`config.mk`:
```
export PLATFORM = sky130hd
export DESIGN_NAME = uart_rx_deframer
export DESIGN_NICKNAME = d
export VERILOG_FILES = /design/src/rtl/uart_pkg.sv /design/src/rtl/byte_fifo.sv /design/src/rtl/uart_rx_deframer.sv
export SDC_FILE = /design/constraint.sdc
export NUM_CORES = 1
export LEC_CHECK = 0
export BUFFER_PORTS_ARGS = -buffer_cell sky130_fd_sc_hd__clkbuf_2
export CORE_ASPECT_RATIO = 0.5
export CORE_UTILIZATION = 51
export DETAILED_ROUTE_END_ITERATION = 10
export GPL_TIMING_DRIVEN = 0
export PLACE_DENSITY = 0.69
export RECOVER_POWER = 100
export SYNTH_ARGS = -nofsm -noshare
export SYNTH_HDL_FRONTEND = slang
export SYNTH_SLANG_ARGS = --single-unit
export TNS_END_PERCENT = 30
```
`constraint.sdc`:
```
create_clock -name clk -period 5.3 [get_ports clk]
set_input_delay 0.53 -clock clk [delete_from_list [all_inputs] [get_ports clk]]
set_output_delay 0.53 -clock clk [all_outputs]
set_load 0.03 [all_outputs]
```
`src/rtl/uart_pkg.sv`:
```
// Shared UART definitions used by the receive deframer and the transmitter.
//   rx_state_t                : receive FSM state encoding
//   UART_DATA_BITS            : payload bits per frame (8N1)
//   UART_DEFAULT_CLKS_PER_BIT : default oversampling ratio
package uart_pkg;

  localparam int unsigned UART_DATA_BITS            = 8;
  localparam int unsigned UART_DEFAULT_CLKS_PER_BIT = 16;

  typedef enum logic [2:0] {
    IDLE,
    START,
    DATA,
    STOP,
    WAIT_IDLE
  } rx_state_t;

endpackage

```
`src/rtl/byte_fifo.sv`:
```
// First-word-fall-through FIFO, shared by the UART RX and TX paths.
//   clk, rst_n    : clock, asynchronous active-low reset
//   i_push/i_data : write strobe and data; ignored when full unless a pop
//                   happens in the same cycle
//   i_pop         : read strobe; ignored when empty
//   o_data        : head entry (valid while !o_empty)
//   o_full/o_empty: occupancy flags
module byte_fifo #(
  parameter int unsigned WIDTH = 8,
  parameter int unsigned DEPTH = 4
) (
  input  logic             clk,
  input  logic             rst_n,
  input  logic             i_push,
  input  logic [WIDTH-1:0] i_data,
  input  logic             i_pop,
  output logic [WIDTH-1:0] o_data,
  output logic             o_full,
  output logic             o_empty
);

  localparam int unsigned PTR_W = $clog2(DEPTH);
  localparam int unsigned CNT_W = PTR_W + 1;
  localparam logic [CNT_W-1:0] CNT_MAX = CNT_W'(DEPTH);

  logic [WIDTH-1:0] r_mem [DEPTH];
  logic [PTR_W-1:0] r_wr_ptr;
  logic [PTR_W-1:0] r_rd_ptr;
  logic [CNT_W-1:0] r_count;

  logic w_do_pop;
  logic w_do_push;

  assign o_empty   = (r_count == '0);
  assign o_full    = (r_count == CNT_MAX);
  assign o_data    = r_mem[r_rd_ptr];
  assign w_do_pop  = i_pop & ~o_empty;
  // A full FIFO still accepts a write when the head leaves in the same cycle.
  assign w_do_push = i_push & (~o_full | w_do_pop);

  always_ff @(posedge clk or negedge rst_n) begin
    if (!rst_n) begin
      for (int unsigned i = 0; i < DEPTH; i++) begin
        r_mem[i] <= '0;
      end
      r_wr_ptr <= '0;
      r_rd_ptr <= '0;
      r_count  <= '0;
    end else begin
      if (w_do_push) begin
        r_mem[r_wr_ptr] <= i_data;
        r_wr_ptr        <= r_wr_ptr + 1'b1;
      end
      if (w_do_pop) begin
        r_rd_ptr <= r_rd_ptr + 1'b1;
      end
      case ({w_do_push, w_do_pop})
        2'b10:   r_count <= r_count + 1'b1;
        2'b01:   r_count <= r_count - 1'b1;
        default: r_count <= r_count;
      endcase
    end
  end

endmodule

```
`src/rtl/uart_rx_deframer.sv`:
```
// UART 8N1 receive deframer: synchronises uart_rx, validates the start bit,
// samples data and stop bits at mid-bit and buffers bytes in a FWFT FIFO.
//   clk, rst   : clock, asynchronous active-low reset
//   uart_rx    : serial line, idle high
//   rx_data    : head-of-FIFO byte, valid while rx_valid
//   rx_valid   : FIFO non-empty
//   rx_ready   : consumer accepts rx_data on rx_valid & rx_ready
//   rx_busy    : receiver not idle
//   frame_err  : one-cycle pulse, stop bit sampled low
//   overrun    : one-cycle pulse, completed byte dropped (FIFO full)
module uart_rx_deframer
  import uart_pkg::*;
#(
  parameter int unsigned CLKS_PER_BIT = UART_DEFAULT_CLKS_PER_BIT,
  parameter int unsigned FIFO_DEPTH   = 4
) (
  input  logic       clk,
  input  logic       rst,
  input  logic       uart_rx,
  output logic [7:0] rx_data,
  output logic       rx_valid,
  input  logic       rx_ready,
  output logic       rx_busy,
  output logic       frame_err,
  output logic       overrun
);

  localparam int unsigned CNT_W = $clog2(CLKS_PER_BIT);
  localparam int unsigned IDX_W = $clog2(UART_DATA_BITS);
  localparam logic [CNT_W-1:0] CNT_HALF = CNT_W'(CLKS_PER_BIT / 2 - 1);
  localparam logic [CNT_W-1:0] CNT_FULL = CNT_W'(CLKS_PER_BIT - 1);
  localparam logic [IDX_W-1:0] IDX_LAST = IDX_W'(UART_DATA_BITS - 1);

  logic [1:0]                r_sync;
  logic                      w_rxs;
  rx_state_t                 r_state;
  rx_state_t                 w_state_nxt;
  logic [CNT_W-1:0]          r_cnt;
  logic [IDX_W-1:0]          r_idx;
  logic [UART_DATA_BITS-1:0] r_shreg;
  logic                      r_frame_err;
  logic                      r_overrun;

  logic w_shift;
  logic w_push;
  logic w_ferr;
  logic w_pop;
  logic w_fifo_full;
  logic w_fifo_empty;

  assign w_rxs = r_sync[1];

  always_ff @(posedge clk or negedge rst) begin
    if (!rst) begin
      r_sync <= '1;
    end else begin
      r_sync <= {r_sync[0], uart_rx};
    end
  end

  always_comb begin
    w_state_nxt = r_state;
    w_shift     = 1'b0;
    w_push      = 1'b0;
    w_ferr      = 1'b0;
    case (r_state)
      IDLE: begin
        if (!w_rxs) w_state_nxt = START;
      end
      START: begin
        // A start bit that is high again at mid-bit is treated as a glitch.
        if (r_cnt == CNT_HALF) w_state_nxt = w_rxs ? IDLE : DATA;
      end
      DATA: begin
        if (r_cnt == CNT_FULL) begin
          w_shift = 1'b1;
          if (r_idx == IDX_LAST) w_state_nxt = STOP;
        end
      end
      STOP: begin
        if (r_cnt == CNT_FULL) begin
          if (w_rxs) begin
            w_push      = 1'b1;
            w_state_nxt = IDLE;
          end else begin
            w_ferr      = 1'b1;
            w_state_nxt = WAIT_IDLE;
          end
        end
      end
      WAIT_IDLE: begin
        if (w_rxs) w_state_nxt = IDLE;
      end
      default: w_state_nxt = IDLE;
    endcase
  end

  always_ff @(posedge clk or negedge rst) begin
    if (!rst) begin
      r_state     <= IDLE;
      r_cnt       <= '0;
      r_idx       <= '0;
      r_shreg     <= '0;
      r_frame_err <= 1'b0;
      r_overrun   <= 1'b0;
    end else begin
      r_state <= w_state_nxt;
      // Each data bit restarts the counter, so CLKS_PER_BIT need not be a
      // power of two.
      if (w_state_nxt != r_state || w_shift ||
          r_state == IDLE || r_state == WAIT_IDLE) begin
        r_cnt <= '0;
      end else begin
        r_cnt <= r_cnt + 1'b1;
      end
      if (r_state == START) begin
        r_idx <= '0;
      end else if (w_shift) begin
        r_idx <= r_idx + 1'b1;
      end
      if (w_shift) begin
        r_shreg <= {w_rxs, r_shreg[UART_DATA_BITS-1:1]};
      end
      r_frame_err <= w_ferr;
      r_overrun   <= w_push & w_fifo_full & ~w_pop;
    end
  end

  assign w_pop     = rx_valid & rx_ready;
  assign rx_valid  = ~w_fifo_empty;
  assign rx_busy   = (r_state != IDLE);
  assign frame_err = r_frame_err;
  assign overrun   = r_overrun;

  byte_fifo #(
    .WIDTH(UART_DATA_BITS),
    .DEPTH(FIFO_DEPTH)
  ) u_fifo (
    .clk    (clk),
    .rst_n  (rst),
    .i_push (w_push),
    .i_data (r_shreg),
    .i_pop  (w_pop),
    .o_data (rx_data),
    .o_full (w_fifo_full),
    .o_empty(w_fifo_empty)
  );

endmodule
```
# == Word level (Yosys, flattened, before mapping) ==
# Index checks and enable logic that the tools add are counted.
# W data, S select, Z words.
# classes
n_addsub,6
n_lt_le_gt_ge,3
n_eq_ne,11
muxes,27
bitwise_logic,11
reduce_logical,9
# op_table
op,count
$bwmux W32,1
$mux W3,9
$mux W8,3
$bmux W8 S2,1
$demux W8 S2,1
$pmux W3 S5,1
$eq A3 B3 Y1 const B,3
$mux W1,8
$add A3 B1 Y3 const B,2
$eq A3 B2 Y1 const B,2
$ge A3 B3 Y1 const B,2
$logic_not A3 Y1,2
$not A2 Y3,2
$pmux W3 S2,1
$and A1 B1 Y1,5
$add A2 B1 Y2 const B,2
$add A4 B1 Y4 const B,1
$eq A4 B3 Y1 const B,1
$eq A4 B4 Y1 const B,1
$mux W4,1
$reduce_bool A2 Y1,2
$eq A3 B1 Y1 const B,1
$logic_or A1 B1 Y1,3
$lt A3 B1 Y1 const B,1
9 further kinds,11
# totals
reg_bits,61
in_bits,4
out_inout_bits,12
word_cells,81

# == Logic depth before layout (Yosys ltp) ==
# logic_depth
depth_word,9
depth_mapped,10

# == By module ==
# A second synthesis with hierarchy kept.
# unflattened
hier_cells,207
hier_area_um2,2837.7
# by_module_without_submodules
mod,n_inst,cells_each,area_each_um2,seq_area_each_um2
byte_fifo,1,115,1801.7,975.9
uart_rx_deframer,1,92,1036.0,553.0

# == Worst setup path after synthesis ==
# No wires, ideal clock.
# synth_timing
path_type,input to register
from,in rx_ready
to,reg u_fifo.r_count[2]
setup_time_ps,79
arrival_time_ps,2201
required_ps,5221
path_slack_ps,3019
stages,9
path_buffers,0
cell_sequence,nor4b_1 nor4b_4 inv_1 ha_1 inv_1 fa_1 xor2_1 nor2_1 xor2_1
# synth_via
elab_chain_len,6
word_cells_on_any_way,8
classes_between,eq/ne: 2; mux: 1; bitwise: 4; reduce/logical: 1
# synth_lines
element,line_no,source
from (decl),uart_rx_deframer.sv:22,"input logic rx_ready,"
$and A1 B1 Y1 *,uart_rx_deframer.sv:129,assign w_pop = rx_valid & rx_ready;
$and A1 B1 Y1 *,byte_fifo.sv:37,assign w_do_pop = i_pop & ~o_empty;
$or A1 B1 Y1,byte_fifo.sv:39,assign w_do_push = i_push & (~o_full | w_do_pop);
$and A1 B1 Y1,byte_fifo.sv:39,
$eq A2 B1 Y1 / $eq A2 B2 Y1 (equally long branches),byte_fifo.sv:57,"case ({w_do_push, w_do_pop})"
$pmux W3 S2 / $reduce_bool A2 Y1 (equally long branches),n/a,
to (signal assigned),byte_fifo.sv:58,2'b10: r_count <= r_count + 1'b1;
to (signal assigned),byte_fifo.sv:59,2'b01: r_count <= r_count - 1'b1;
to (signal assigned),byte_fifo.sv:60,default: r_count <= r_count;
to (decl),byte_fifo.sv:29,logic [CNT_W-1:0] r_count;
# Mark *: on every way between the ends. The rest lies on a longest branch, timed or not.
# A chain may end at the register's enable or synchronous reset.

# == Worst setup path in the final report ==
# layout_timing
from,reg r_cnt[0]
to,reg u_fifo.r_mem[17] (netlist name)
# layout_via
elab_chain_len,4
# layout_lines
element,line_no,source
from (decl),uart_rx_deframer.sv:38,logic [CNT_W-1:0] r_cnt;
from (signal assigned),uart_rx_deframer.sv:114,r_cnt <= r_cnt + 1'b1;
$eq A4 B4 Y1,uart_rx_deframer.sv:81,if (r_cnt == CNT_FULL) begin
$mux W1,uart_rx_deframer.sv:81,
$mux W1,uart_rx_deframer.sv:66,case (r_state)
$and A1 B1 Y1,byte_fifo.sv:39,
"to (signal, indexed assignment)",byte_fifo.sv:51,r_mem[r_wr_ptr] <= i_data;
to (decl),byte_fifo.sv:26,logic [WIDTH-1:0] r_mem [DEPTH];
# Every way passes these cells.

==> results.sh <==
export IMPL_synth_distinct_cells=41
export IMPL_syn_to_final_growth_pct=12.47
export IMPL_grt_usage_pct=18.38
export IMPL_grt_max_degree=62
export IMPL_outcome="finished, violations left"
export IMPL_clock_path_buffers=2
export IMPL_async_flop_share_pct=100.0
export IMPL_synth_cells=198
export IMPL_initial_core_util_pct=54.67
export IMPL_gp_congestion=0.7572
export IMPL_maxCapViolations=1
export IMPL_critPathArrivalTime_ns=3.28
export IMPL_cellPowerDensity_nw_per_um2=427.8
export IMPL_worst_pin_slew_ns=3.109
export IMPL_synthTopCellsByArea="dfrtp_1 53%, mux2_2 16%, mux4_2 6.5%"
export IMPL_hold_violations=0
export IMPL_dieArea_um2=5748
export IMPL_violations="capacitance limit, slew limit"
export IMPL_root_buffer="clkbuf_8"
export IMPL_die_height_um=54.12
export IMPL_postCtsHoldBufs=0
export IMPL_r2r_slack_ns=2.22
export IMPL_dieWidth_um=106.2
export IMPL_p_leak_uw=0.001521
export IMPL_synth_top_area_share_pct=53.30
export IMPL_clkLatencyLatePin_ns=0.33
export IMPL_coreArea_um2=5067
export IMPL_min_delay_start="uart_rx"
export IMPL_placed_cell_area_um2=2935
export IMPL_endpoint_kind="flop"
export IMPL_tns_ns=0
export IMPL_crit_type="flop to flop"
export IMPL_dr_pass1_iters=4
export IMPL_vdd_drop_max_v=0.0002889
export IMPL_post_route_period_util_pct=58.04
export IMPL_holdPathEnd="r_sync[0]$_DFF_PN1_"
export IMPL_cts_sinks=61
export IMPL_cts_buffers_inserted=9
export IMPL_startpoint_type="flop"
export IMPL_seqCellArea_um2=1529
export IMPL_slew_headroom_pct=-107.3
export IMPL_wl_per_cell_um=15.11
export IMPL_clk_pin_slew_worst_paths_ns=0.07
export IMPL_synth_nets=211
export IMPL_multi_input_area_um2=1132
export IMPL_via_count=1570
export IMPL_finalCriticalPeriod_ns=3.076
export IMPL_yosys_cell_count_top_type="dfrtp_1"
export IMPL_drtIter0Drc=52
export IMPL_syn_area_per_cell_um2=13.99
export IMPL_fin_area_um2=3115
export IMPL_synthTopCellsByCount="59 x dfrtp_1, 39 x mux2_2, 14 x nor2_1"
export IMPL_fmax_ghz=0.3251
export IMPL_postCtsSetupBuffers=0
export IMPL_row_count=18
export IMPL_cts_repair_resized=0
export IMPL_grt_pass1_vias=1552
export IMPL_pre_cts_ws_ns=2.743
export IMPL_tritoncts="yes"
export IMPL_htree_levels=3
export IMPL_yosysWarnings=0
export IMPL_r2r_start="r_cnt[0]$_DFF_PN0_"
export IMPL_grt_pass1_wl_mm=7.417
export IMPL_skew_ns=0.008855
export IMPL_synth_top_flop_cell="dfrtp_1"
export IMPL_whs_path_depth=1
export IMPL_ys_seq_area_share_pct=55.19
export IMPL_r2r_end="u_fifo.r_mem[17]$_DFFE_PN0P_"
export IMPL_drive_gt1_share_pct=31.88
export IMPL_ys_ff_latch=61
export IMPL_hp_class="input pin to flop"
export IMPL_syn_area_um2=2770
export IMPL_post_route_drc_count=0
export IMPL_hpwl_mm=2.924
export IMPL_drtAntennaViolNets=0
export IMPL_synth_largest_area_cell="dfrtp_1"
export IMPL_via_per_inst=5.251
export IMPL_diodes=0
export IMPL_maxSlewViolCount=62
export IMPL_rsz0062_at_grt="no"
export IMPL_setup_violations=0
export IMPL_required_ns=5.51
export IMPL_io_pins=16
export IMPL_timing_final_ws_setup_ns=2.224
export IMPL_globalRouteOverflowTotal=0
export IMPL_critPathMaxFanout=8
export IMPL_antenna_found_initial=0
export IMPL_totalWireLength_mm=4.517
export IMPL_synth_edf_count=0
export IMPL_reg2regPathDepth=5
export IMPL_nets=237
export IMPL_fillCellCount=407
export IMPL_port_buffers=15
[worst max path at each step]
stage | startpoint | to | cells past startpoint
after floorplan | rx_ready | u_fifo.r_count[2]$_DFFE_PN0P_ | 9
after global placement | rx_ready | u_fifo.r_count[2]$_DFFE_PN0P_ | 10
after detailed placement | rx_ready | u_fifo.r_count[2]$_DFFE_PN0P_ | 10
after CTS | u_fifo.r_rd_ptr[0]$_DFFE_PN0P_ | rx_data[7] | 3
after global routing | rst | r_cnt[2]$_DFF_PN0_ | 1
final | r_cnt[0]$_DFF_PN0_ | u_fifo.r_mem[17]$_DFFE_PN0P_ | 5
[through the flow]
stage / hold slack [ns] / utilization [%] / total power [uW] / cells
2_1_floorplan: 0.2344 / - / 820.9 / 198
3_3_place_gp: 0.3463 / 57.88 / 882.7 / 283
3_5_place_dp: 0.3482 / 57.93 / 896.6 / 283
4_1_cts: 0.2681 / 62.37 / 1358 / 299
5_1_grt: 0.2592 / 61.48 / 1414 / 299
6_report: 0.2882 / 61.48 / 1333 / 299
[critical path, cell delays in order, from the launching register on]
cell and delay [ns]:
dfrtp_1 0.37, ha_1 0.29, nand4_1 0.21, nor4b_1 1.07, nand2_1 0.59, mux2_2 0.43
[cell families after synthesis]
kind of cell / share of synthesized area (%)
buf+inv: 3.026
fa+ha+maj: 4.336
mux: 23.85
compound gates: 2.801
xor+xnor: 3.162
flops: 55.19
simple gates: 7.634
[area by class of cell]
cell class / count / area share [%]
buffer: 8 / 1.446
clock buffer: 12 / 4.980
clock inverter: 4 / 2.249
inverter: 10 / 1.205
multi-input combinational: 119 / 36.35
sequential: 61 / 49.08
tap: 70 / 2.811
timing repair buffer: 15 / 1.888
[where the power goes]
group / leakage [uW] / switching (uW) / internal, uW
Clock: 0.000116 / 167 / 289
Sequential: 0.000811 / 29.0 / 519
Combinational: 0.000593 / 194 / 134
Total: 0.00152 / 391 / 942
[flip-flops by register name, summed over array words and instances, names as in the netlist]
signal	count
r_cnt	4
u_fifo.r_count	3
r_shreg	8
u_fifo.r_rd_ptr	2
overrun	1
u_fifo.r_mem	32
r_idx	3
u_fifo.r_wr_ptr	2
r_state	3
frame_err	1
r_sync	2
[placed cells by master (no fill, tap or decap), types with 2 or more instances in the layout]
cell and instances:
xnor2_1 6, clkbuf_8 11, clkbuf_1 17, buf_4 2, nand3_1 2, bufinv_16 2, o221ai_1 2, dfrtp_1 59
a21oi_1 2, mux4_2 8, nor2_1 14, mux2i_1 3, nor3_1 2, nand2_1 9, mux2_2 39, clkbuf_2 3
clkinv_2 2, o21ai_0 2, inv_1 10, ha_1 8, dfstp_2 2, xor2_1 4, nor4b_1 2
[per-layer routing]
metal	vias to the layer above	track usage [%]	routed length, um
li1	754	-	-
met1	789	22.09	2235
met2	22	30.41	2059
met3	5	6.901	176
met4	0	8.333	45
met5	-	0	0
(Power assumes the default switching activity.)
